### config.mk
export PLATFORM = sky130hd
export DESIGN_NAME = branch_pc_ctrl
export DESIGN_NICKNAME = d
export VERILOG_FILES = /design/src/rtl/bp_pkg.sv /design/src/rtl/br_track_reg.sv /design/src/rtl/branch_pc_ctrl.sv
export SDC_FILE = /design/constraint.sdc
export NUM_CORES = 1
export LEC_CHECK = 0
export ABC_AREA = 1
export CORE_AREA = 2 2 137 139
export CTS_BUF_LIST = sky130_fd_sc_hd__clkbuf_16
export CTS_CLUSTER_DIAMETER = 120
export DETAILED_ROUTE_END_ITERATION = 16
export DIE_AREA = 0 0 139 141
export PLACE_DENSITY = 0.84
export SLEW_MARGIN = 5
export SYNTH_ARGS = -nofsm -noshare
export SYNTH_HDL_FRONTEND = slang
export SYNTH_SLANG_ARGS = --single-unit
### constraint.sdc
create_clock -name clk -period 5.9 [get_ports clk]
set_clock_uncertainty 0.05 [all_clocks]
set_input_delay 0.885 -clock clk [delete_from_list [all_inputs] [get_ports clk]]
set_output_delay 0.885 -clock clk [all_outputs]
set_load 0.01 [all_outputs]
### src/rtl/bp_pkg.sv
// Shared types for the static branch predictor: opcode, PC-select encoding,
// per-stage tracking entry and B-type immediate decode.
package bp_pkg;

  localparam int          PC_W      = 32;
  localparam logic [6:0]  OP_BRANCH = 7'b1100011;

  typedef enum logic [1:0] {
    PC_SEQ   = 2'b00,
    PC_PRED  = 2'b01,
    PC_REDIR = 2'b10
  } pc_sel_e;

  // alt_pc is the path the prediction did not choose, i.e. the recovery PC
  typedef struct packed {
    logic            valid;
    logic            is_br;
    logic            pred_taken;
    logic [PC_W-1:0] alt_pc;
  } br_track_t;

  function automatic logic [PC_W-1:0] bimm(input logic [31:0] instr);
    return {{19{instr[31]}}, instr[31], instr[7], instr[30:25], instr[11:8], 1'b0};
  endfunction

endpackage

### src/rtl/br_track_reg.sv
// One pipeline stage of branch tracking state; clr beats en so a flush
// always empties the stage even when it is stalled.
module br_track_reg
  import bp_pkg::*;
(
  input  logic      clk,
  input  logic      rst_n,
  input  logic      en,
  input  logic      clr,
  input  br_track_t d,
  output br_track_t q
);

  always_ff @(posedge clk or negedge rst_n) begin
    if (!rst_n)   q <= '0;
    else if (clr) q <= '0;
    else if (en)  q <= d;
  end

endmodule

### src/rtl/branch_pc_ctrl.sv
// BTFN static predictor and PC-select controller: predicts in Fetch, tracks
// the prediction through ID/EX, and redirects/flushes on a mispredict in EX.
module branch_pc_ctrl
  import bp_pkg::*;
#(
  parameter int XLEN  = 32,
  parameter int CNT_W = 32
) (
  input  logic             clk,
  input  logic             rst_n,
  input  logic             pred_en,
  input  logic [XLEN-1:0]  instr_f,
  input  logic [XLEN-1:0]  pc_f,
  input  logic             stall_d,
  input  logic             flush_e_ext,
  input  logic             taken_e,
  output logic [1:0]       pc_sel,
  output logic [XLEN-1:0]  pred_target,
  output logic [XLEN-1:0]  pc_redirect,
  output logic             flush_d,
  output logic             flush_e,
  output logic             mispredict,
  output logic [CNT_W-1:0] br_cnt,
  output logic [CNT_W-1:0] mispred_cnt
);

  logic            is_br_f, pred_taken_f, br_e, mis_e;
  logic [XLEN-1:0] pc_plus4;
  br_track_t       ent_f, ent_d, ent_e;
  pc_sel_e         sel;

  assign is_br_f      = (instr_f[6:0] == OP_BRANCH);
  // Backward branches have a negative immediate, so the sign bit is the hint
  assign pred_taken_f = is_br_f & pred_en & instr_f[31];
  assign pc_plus4     = pc_f + XLEN'(4);
  assign pred_target  = pc_f + bimm(instr_f);

  always_comb begin
    ent_f            = '0;
    ent_f.valid      = 1'b1;
    ent_f.is_br      = is_br_f;
    ent_f.pred_taken = pred_taken_f;
    ent_f.alt_pc     = pred_taken_f ? pc_plus4 : pred_target;
  end

  br_track_reg u_ifid (
    .clk   (clk),
    .rst_n (rst_n),
    .en    (!stall_d),
    .clr   (flush_d),
    .d     (ent_f),
    .q     (ent_d)
  );

  // A stalled decode stage must not advance into EX, so stall also bubbles EX
  br_track_reg u_idex (
    .clk   (clk),
    .rst_n (rst_n),
    .en    (1'b1),
    .clr   (flush_e | flush_e_ext | stall_d),
    .d     (ent_d),
    .q     (ent_e)
  );

  assign br_e  = ent_e.valid & ent_e.is_br;
  assign mis_e = br_e & (taken_e != ent_e.pred_taken);

  always_comb begin
    sel = PC_SEQ;
    if (!rst_n)            sel = PC_SEQ;
    else if (mis_e)        sel = PC_REDIR;
    else if (pred_taken_f) sel = PC_PRED;
  end

  assign pc_sel      = sel;
  assign pc_redirect = ent_e.alt_pc;
  assign flush_d     = mis_e;
  assign flush_e     = mis_e;
  assign mispredict  = mis_e;

  always_ff @(posedge clk or negedge rst_n) begin
    if (!rst_n) begin
      br_cnt      <= '0;
      mispred_cnt <= '0;
    end else begin
      if (br_e  && br_cnt      != '1) br_cnt      <= br_cnt + 1'b1;
      if (mis_e && mispred_cnt != '1) mispred_cnt <= mispred_cnt + 1'b1;
    end
  end

endmodule
Yosys cells after proc, flatten, opt, wreduce, memory -nomap -nowiden
Cells that the tools add are included.

Add/subtract/negate cells: 4. Equal/unequal tests: 5. Multiplexer cells: 7. Bitwise logic cells: 6. Reduce and logical (&&, ||, !) cells: 2.

Operators with widths (count): 35-bit two-way mux (3); 32-bit by 1-bit adder with 32-bit output (second input constant) (2); 32-bit != test (second input constant) (2); 32-bit by 3-bit adder with 32-bit output (second input constant) (1); 32-bit adder (1); 32-bit two-way mux (1); 7-bit equality test (second input constant) (1); 1-bit bitwise AND (4); 2-bit two-way mux (2); 1-bit logical AND (2); 2-bit by 1-bit != test with 1-bit output (second input constant) (1); 1-bit OR (2); 1-bit two-way mux (1); 1-bit != test (1).

Flip-flop bits (word level): 134. Input bits: 70. Output and inout bits: 133. Logic and storage cells: 34.

Depth between registers and ports, before layout
Word-level depth: 6. Mapped depth: 13. Gate-level depth less buffers: 13.

Hierarchy
Synthesis repeated with hierarchy kept, for this count alone.

Cells, all modules: 1567. Area, all modules: 10603.9 µm².

By module, submodules not included: branch_pc_ctrl (instances 1, cells each 1263, area an instance 7398.3 µm², sequential area each 1601.5 µm²); br_track_reg (instances 2, cells each 152, area an instance 1602.8 µm², sequential area each 875.8 µm²).

Worst setup path before layout
No wires, ideal clock.

Path kind: input to output. Start point: input port instr_f[8]. End point: output port pred_target[29]. Arrival: 2.206 ns. Data required time: 4.965 ns. Setup slack: 2.759 ns. Stages on the path: 9. Buffers on the path: 0. Cell sequence: ha_1 > fa_1 > nand3_1 > nand3_1 > nand3_1 > nand3_1 > nand2_1 > nand3_1 > nand2_1.

Cells in the longest elaborated chain, start to end: 1.

Ends and longest elaborated chain: start, declared (line branch_pc_ctrl.sv:12) `input logic [XLEN-1:0] instr_f,`; 32-bit adder (line branch_pc_ctrl.sv:36) `assign pred_target = pc_f + bimm(instr_f);`; end, declared (line branch_pc_ctrl.sv:18) `output logic [XLEN-1:0] pred_target,`.

Every way passes these cells.

Final worst setup path
Start point: input port instr_f[31]. End point: output port pred_target[24].

Same word-level chain as after synthesis.

==> flow_results.xml <==
<?xml version="1.0" encoding="UTF-8"?>
<metrics>
  <group name="clock_network">
    <metric name="tritoncts_num_sinks" unit="">134</metric>
    <metric name="cts_made_buffers" unit="">17</metric>
    <metric name="clkTransAtPathRegs" unit="ps">60</metric>
    <metric name="post_cts_resize_count" unit="">0</metric>
    <metric name="cts_tree" unit="">yes</metric>
    <metric name="longest_clk_path_bufs" unit="">2</metric>
    <metric name="cts_setup_buffers" unit="">0</metric>
    <metric name="hold_buffers" unit="">0</metric>
    <metric name="htreeDepth" unit="">4</metric>
    <metric name="cts_root_buffer" unit="">clkbuf_16</metric>
    <metric name="clkLatencyLatePin" unit="ps">410</metric>
  </group>
  <group name="die">
    <metric name="initial_core_util" unit="">0.540</metric>
    <metric name="dieWidth" unit="um">139</metric>
    <metric name="die_area" unit="um2">19600</metric>
    <metric name="design.core.area" unit="um2">18300</metric>
    <metric name="num_rows" unit="">50</metric>
    <metric name="design.portCount" unit="">203</metric>
    <metric name="die_h" unit="um">141</metric>
  </group>
  <group name="synth">
    <metric name="synth_ff_type" unit="">dfrtp_1</metric>
    <metric name="synth-async-reset-ratio" unit="">1.00</metric>
    <metric name="synthesis.yosys.warnings" unit="">0</metric>
    <metric name="yosys.cell_types.count" unit="">42</metric>
    <metric name="yosys_reg_bits" unit="">134</metric>
    <metric name="synth.area.top_cells" unit="">dfrtp_1 34%, nand2_1 18%, inv_1 8.4%</metric>
    <metric name="synthesis.instances" unit="">1469</metric>
    <metric name="syn-mean-instance-area" unit="um2">6.72</metric>
    <metric name="synth_top_area_share" unit="">0.340</metric>
    <metric name="synth_top_area_cell" unit="">dfrtp_1</metric>
    <metric name="synth_fp_nets" unit="">1573</metric>
    <metric name="yosysSeqAreaShare" unit="">0.340</metric>
    <metric name="synth.cell_area" unit="um2">9870</metric>
    <metric name="synth_edf_count" unit="">0</metric>
  </group>
  <group name="timing">
    <metric name="setup_total_negative_slack" unit="ps">0</metric>
    <metric name="finalHoldViolCount" unit="">0</metric>
    <metric name="slew_viol_final" unit="">0</metric>
    <metric name="rsz0062_at_grt" unit="">false</metric>
    <metric name="transition_time_of_the_tightest_slew_check_pin" unit="ps">1120</metric>
    <metric name="period_share" unit="">0.840</metric>
    <metric name="period_minus_slack" unit="ps">4960</metric>
    <metric name="setup-violations-final" unit="">0</metric>
    <metric name="timing.fmax" unit="GHz">0.202</metric>
    <metric name="slew-limit-headroom" unit="">0.254</metric>
  </group>
  <group name="routing">
    <metric name="route.final.wire_length" unit="um">26900</metric>
    <metric name="initial_drt_pass_iterations" unit="">6</metric>
    <metric name="first_iter_violations" unit="">706</metric>
    <metric name="route.vias.total" unit="">9719</metric>
    <metric name="routed_wire_length_per_instance" unit="um">14.3</metric>
    <metric name="drc" unit="">0</metric>
    <metric name="ant_nets" unit="">0</metric>
    <metric name="drt-vias-per-instance" unit="">5.19</metric>
  </group>
  <group name="setup_path">
    <metric name="required" unit="ps">4970</metric>
    <metric name="worst-path-max-fanout" unit="">22</metric>
    <metric name="timing_worst_setup_path_type" unit="">primary input to primary output</metric>
    <metric name="crit_path_end_kind" unit="">primary output</metric>
    <metric name="worst-endpoint-arrival" unit="ps">4020</metric>
    <metric name="crit_path_start_kind" unit="">primary input</metric>
    <metric name="worst_r2r_path_depth" unit="">8</metric>
  </group>
  <group name="finish">
    <metric name="drive_above_1_share" unit="">0.0446</metric>
    <metric name="fin_cells" unit="">1872</metric>
    <metric name="layout_common_cells" unit="">485 x nand2_1, 220 x inv_1, 188 x clkdlybuf4s50_1</metric>
    <metric name="layout_commonest_cell" unit="">nand2_1</metric>
    <metric name="filler_cells_inserted" unit="">1584</metric>
    <metric name="postLayoutCellArea" unit="um2">12200</metric>
    <metric name="final_nets" unit="">1729</metric>
    <metric name="areaGrowthSynthToFinish" unit="%">23.7</metric>
    <metric name="antennaDiodeCount" unit="">0</metric>
  </group>
  <group name="global_route">
    <metric name="maximum_number_of_pins_on_one_net_before_global_route_repair" unit="">81</metric>
    <metric name="grt_first_pass_wirelength" unit="um">44200</metric>
    <metric name="grt_pass1_vias" unit="">9305</metric>
    <metric name="grt.total_usage" unit="">0.276</metric>
    <metric name="grt_antenna_before_repair" unit="">0</metric>
    <metric name="grt_remaining_overflow" unit="">0</metric>
  </group>
  <group name="placement">
    <metric name="gp_congestion" unit="">1.03</metric>
    <metric name="placedInstanceArea" unit="um2">11700</metric>
    <metric name="place_hpwl" unit="um">21100</metric>
    <metric name="place.port_buffers" unit="">189</metric>
    <metric name="numPlacedInstances" unit="">1840</metric>
  </group>
  <group name="power_and_ir_drop">
    <metric name="powerDensity" unit="nW/um2">214</metric>
    <metric name="power_leakage" unit="nW">6.15</metric>
    <metric name="max-vdd-ir-drop" unit="uV">188</metric>
  </group>
  <group name="flow_run">
    <metric name="cap_violations" unit="">0</metric>
  </group>
  <group name="min_path">
    <metric name="hold_path.class" unit="">primary input to asynchronous set/reset pin</metric>
  </group>
  <group name="run_status">
    <metric name="run_status" unit="">finished, final reports clean</metric>
  </group>
</metrics>
per-layer routing:
metal | track usage | vias up | routed length, um
met5 | 0 | - | 0
met4 | 0.0984 | 0 | 649
met3 | 0.0272 | 51 | 1830
met2 | 0.478 | 389 | 13000
met1 | 0.363 | 4431 | 11400
li1 | - | 4848 | -
report_power, final:
part | internal, mW | total [mW] | leakage, nW | switching, mW
combinational | 0.261 | 0.619 | 4.13 | 0.358
clock | 0.580 | 0.986 | 0.261 | 0.406
sequential | 0.978 | 1.00 | 1.76 | 0.0266
total | 1.82 | 2.61 | 6.15 | 0.790
worst max-delay path, cell delays in order:
cell             delay, ps
clkdlybuf4s50_1        920
ha_1                   640
nand2_1                110
nor2_1                 240
and2_1                 170
nand2_1                 50
nand2_1                130
nand2_1                120
nand2_1                 80
nand2_1                 60
nand2_1                 70
clkdlybuf4s50_1        530
flip-flops by register name, summed over array words and instances, names as in the netlist:
register,count
u_idex.q,35
u_ifid.q,35
br_cnt,32
mispred_cnt,32
cells in the mapped netlist, types with 2 or more instances:
cell	count
o21bai_1	3
o22ai_1	5
clkbuf_1	4
nand2_1	485
and2_1	3
nor2_2	9
buf_4	37
nand3_1	92
xor2_1	47
a21oi_2	2
nand3_2	4
nor3_1	36
xnor2_1	33
o21ai_1	4
nand3b_1	5
o21ai_0	39
inv_1	220
a21oi_1	42
o21ai_2	5
nand2_2	2
nor4_1	4
buf_6	10
nor2_4	4
buf_2	5
or2_1	3
dfrtp_1	134
nor2_1	155
nand4_1	25
ha_1	33
inv_2	7
layout make-up:
| cell class | count | area (um2) | share of cell area |
|---|---|---|---|
| multi-input cells | 1050 | 5230 | 0.428 |
| flip-flops and latches | 134 | 3350 | 0.274 |
| repair buffers | 194 | 1930 | 0.158 |
| inverters | 228 | 856 | 0.0700 |
| clock buffers | 17 | 425 | 0.0348 |
| well taps | 234 | 293 | 0.0240 |
| clock inverters | 15 | 130 | 0.0107 |
per-stage QoR:
step	hold slack, ps	power (mW)	utilization	worst slack [ps]
global placement	414	1.62	0.638	1020
global route	403	2.73	0.669	732
detailed placement	416	1.63	0.638	1000
finish	363	2.61	0.669	943
CTS	379	2.62	0.669	996
floorplan	399	1.37	-	2760
kinds of logic (layout without fill, tap and decap cells):
group,count (synthesis),after routing,share of synthesized area
and+or+nand+nor,833,833,0.358
adders and majority gates,34,34,0.0438
AOI/OAI and AO/OA,103,103,0.0570
DFF,134,134,0.340
buffers and inverters,285,454,0.131
xor gates and xnor gates,80,80,0.0710
final timing paths:
| kind | start | end | slack (ps) |
|---|---|---|---|
| max | instr_f[31] | pred_target[24] | 940 |
| min | rst_n | br_cnt[13] | 360 |
| max reg2reg | u_idex.q[34] | u_idex.q[32] | 3380 |
| min reg2reg | u_ifid.q[29] | u_ifid.q[29] | 430 |
| max in group asynchronous | rst_n | mispred_cnt[6] | 4080 |
| min in group clk | u_ifid.q[29] | u_ifid.q[29] | 430 |
Power figures use the tool's default switching activity.
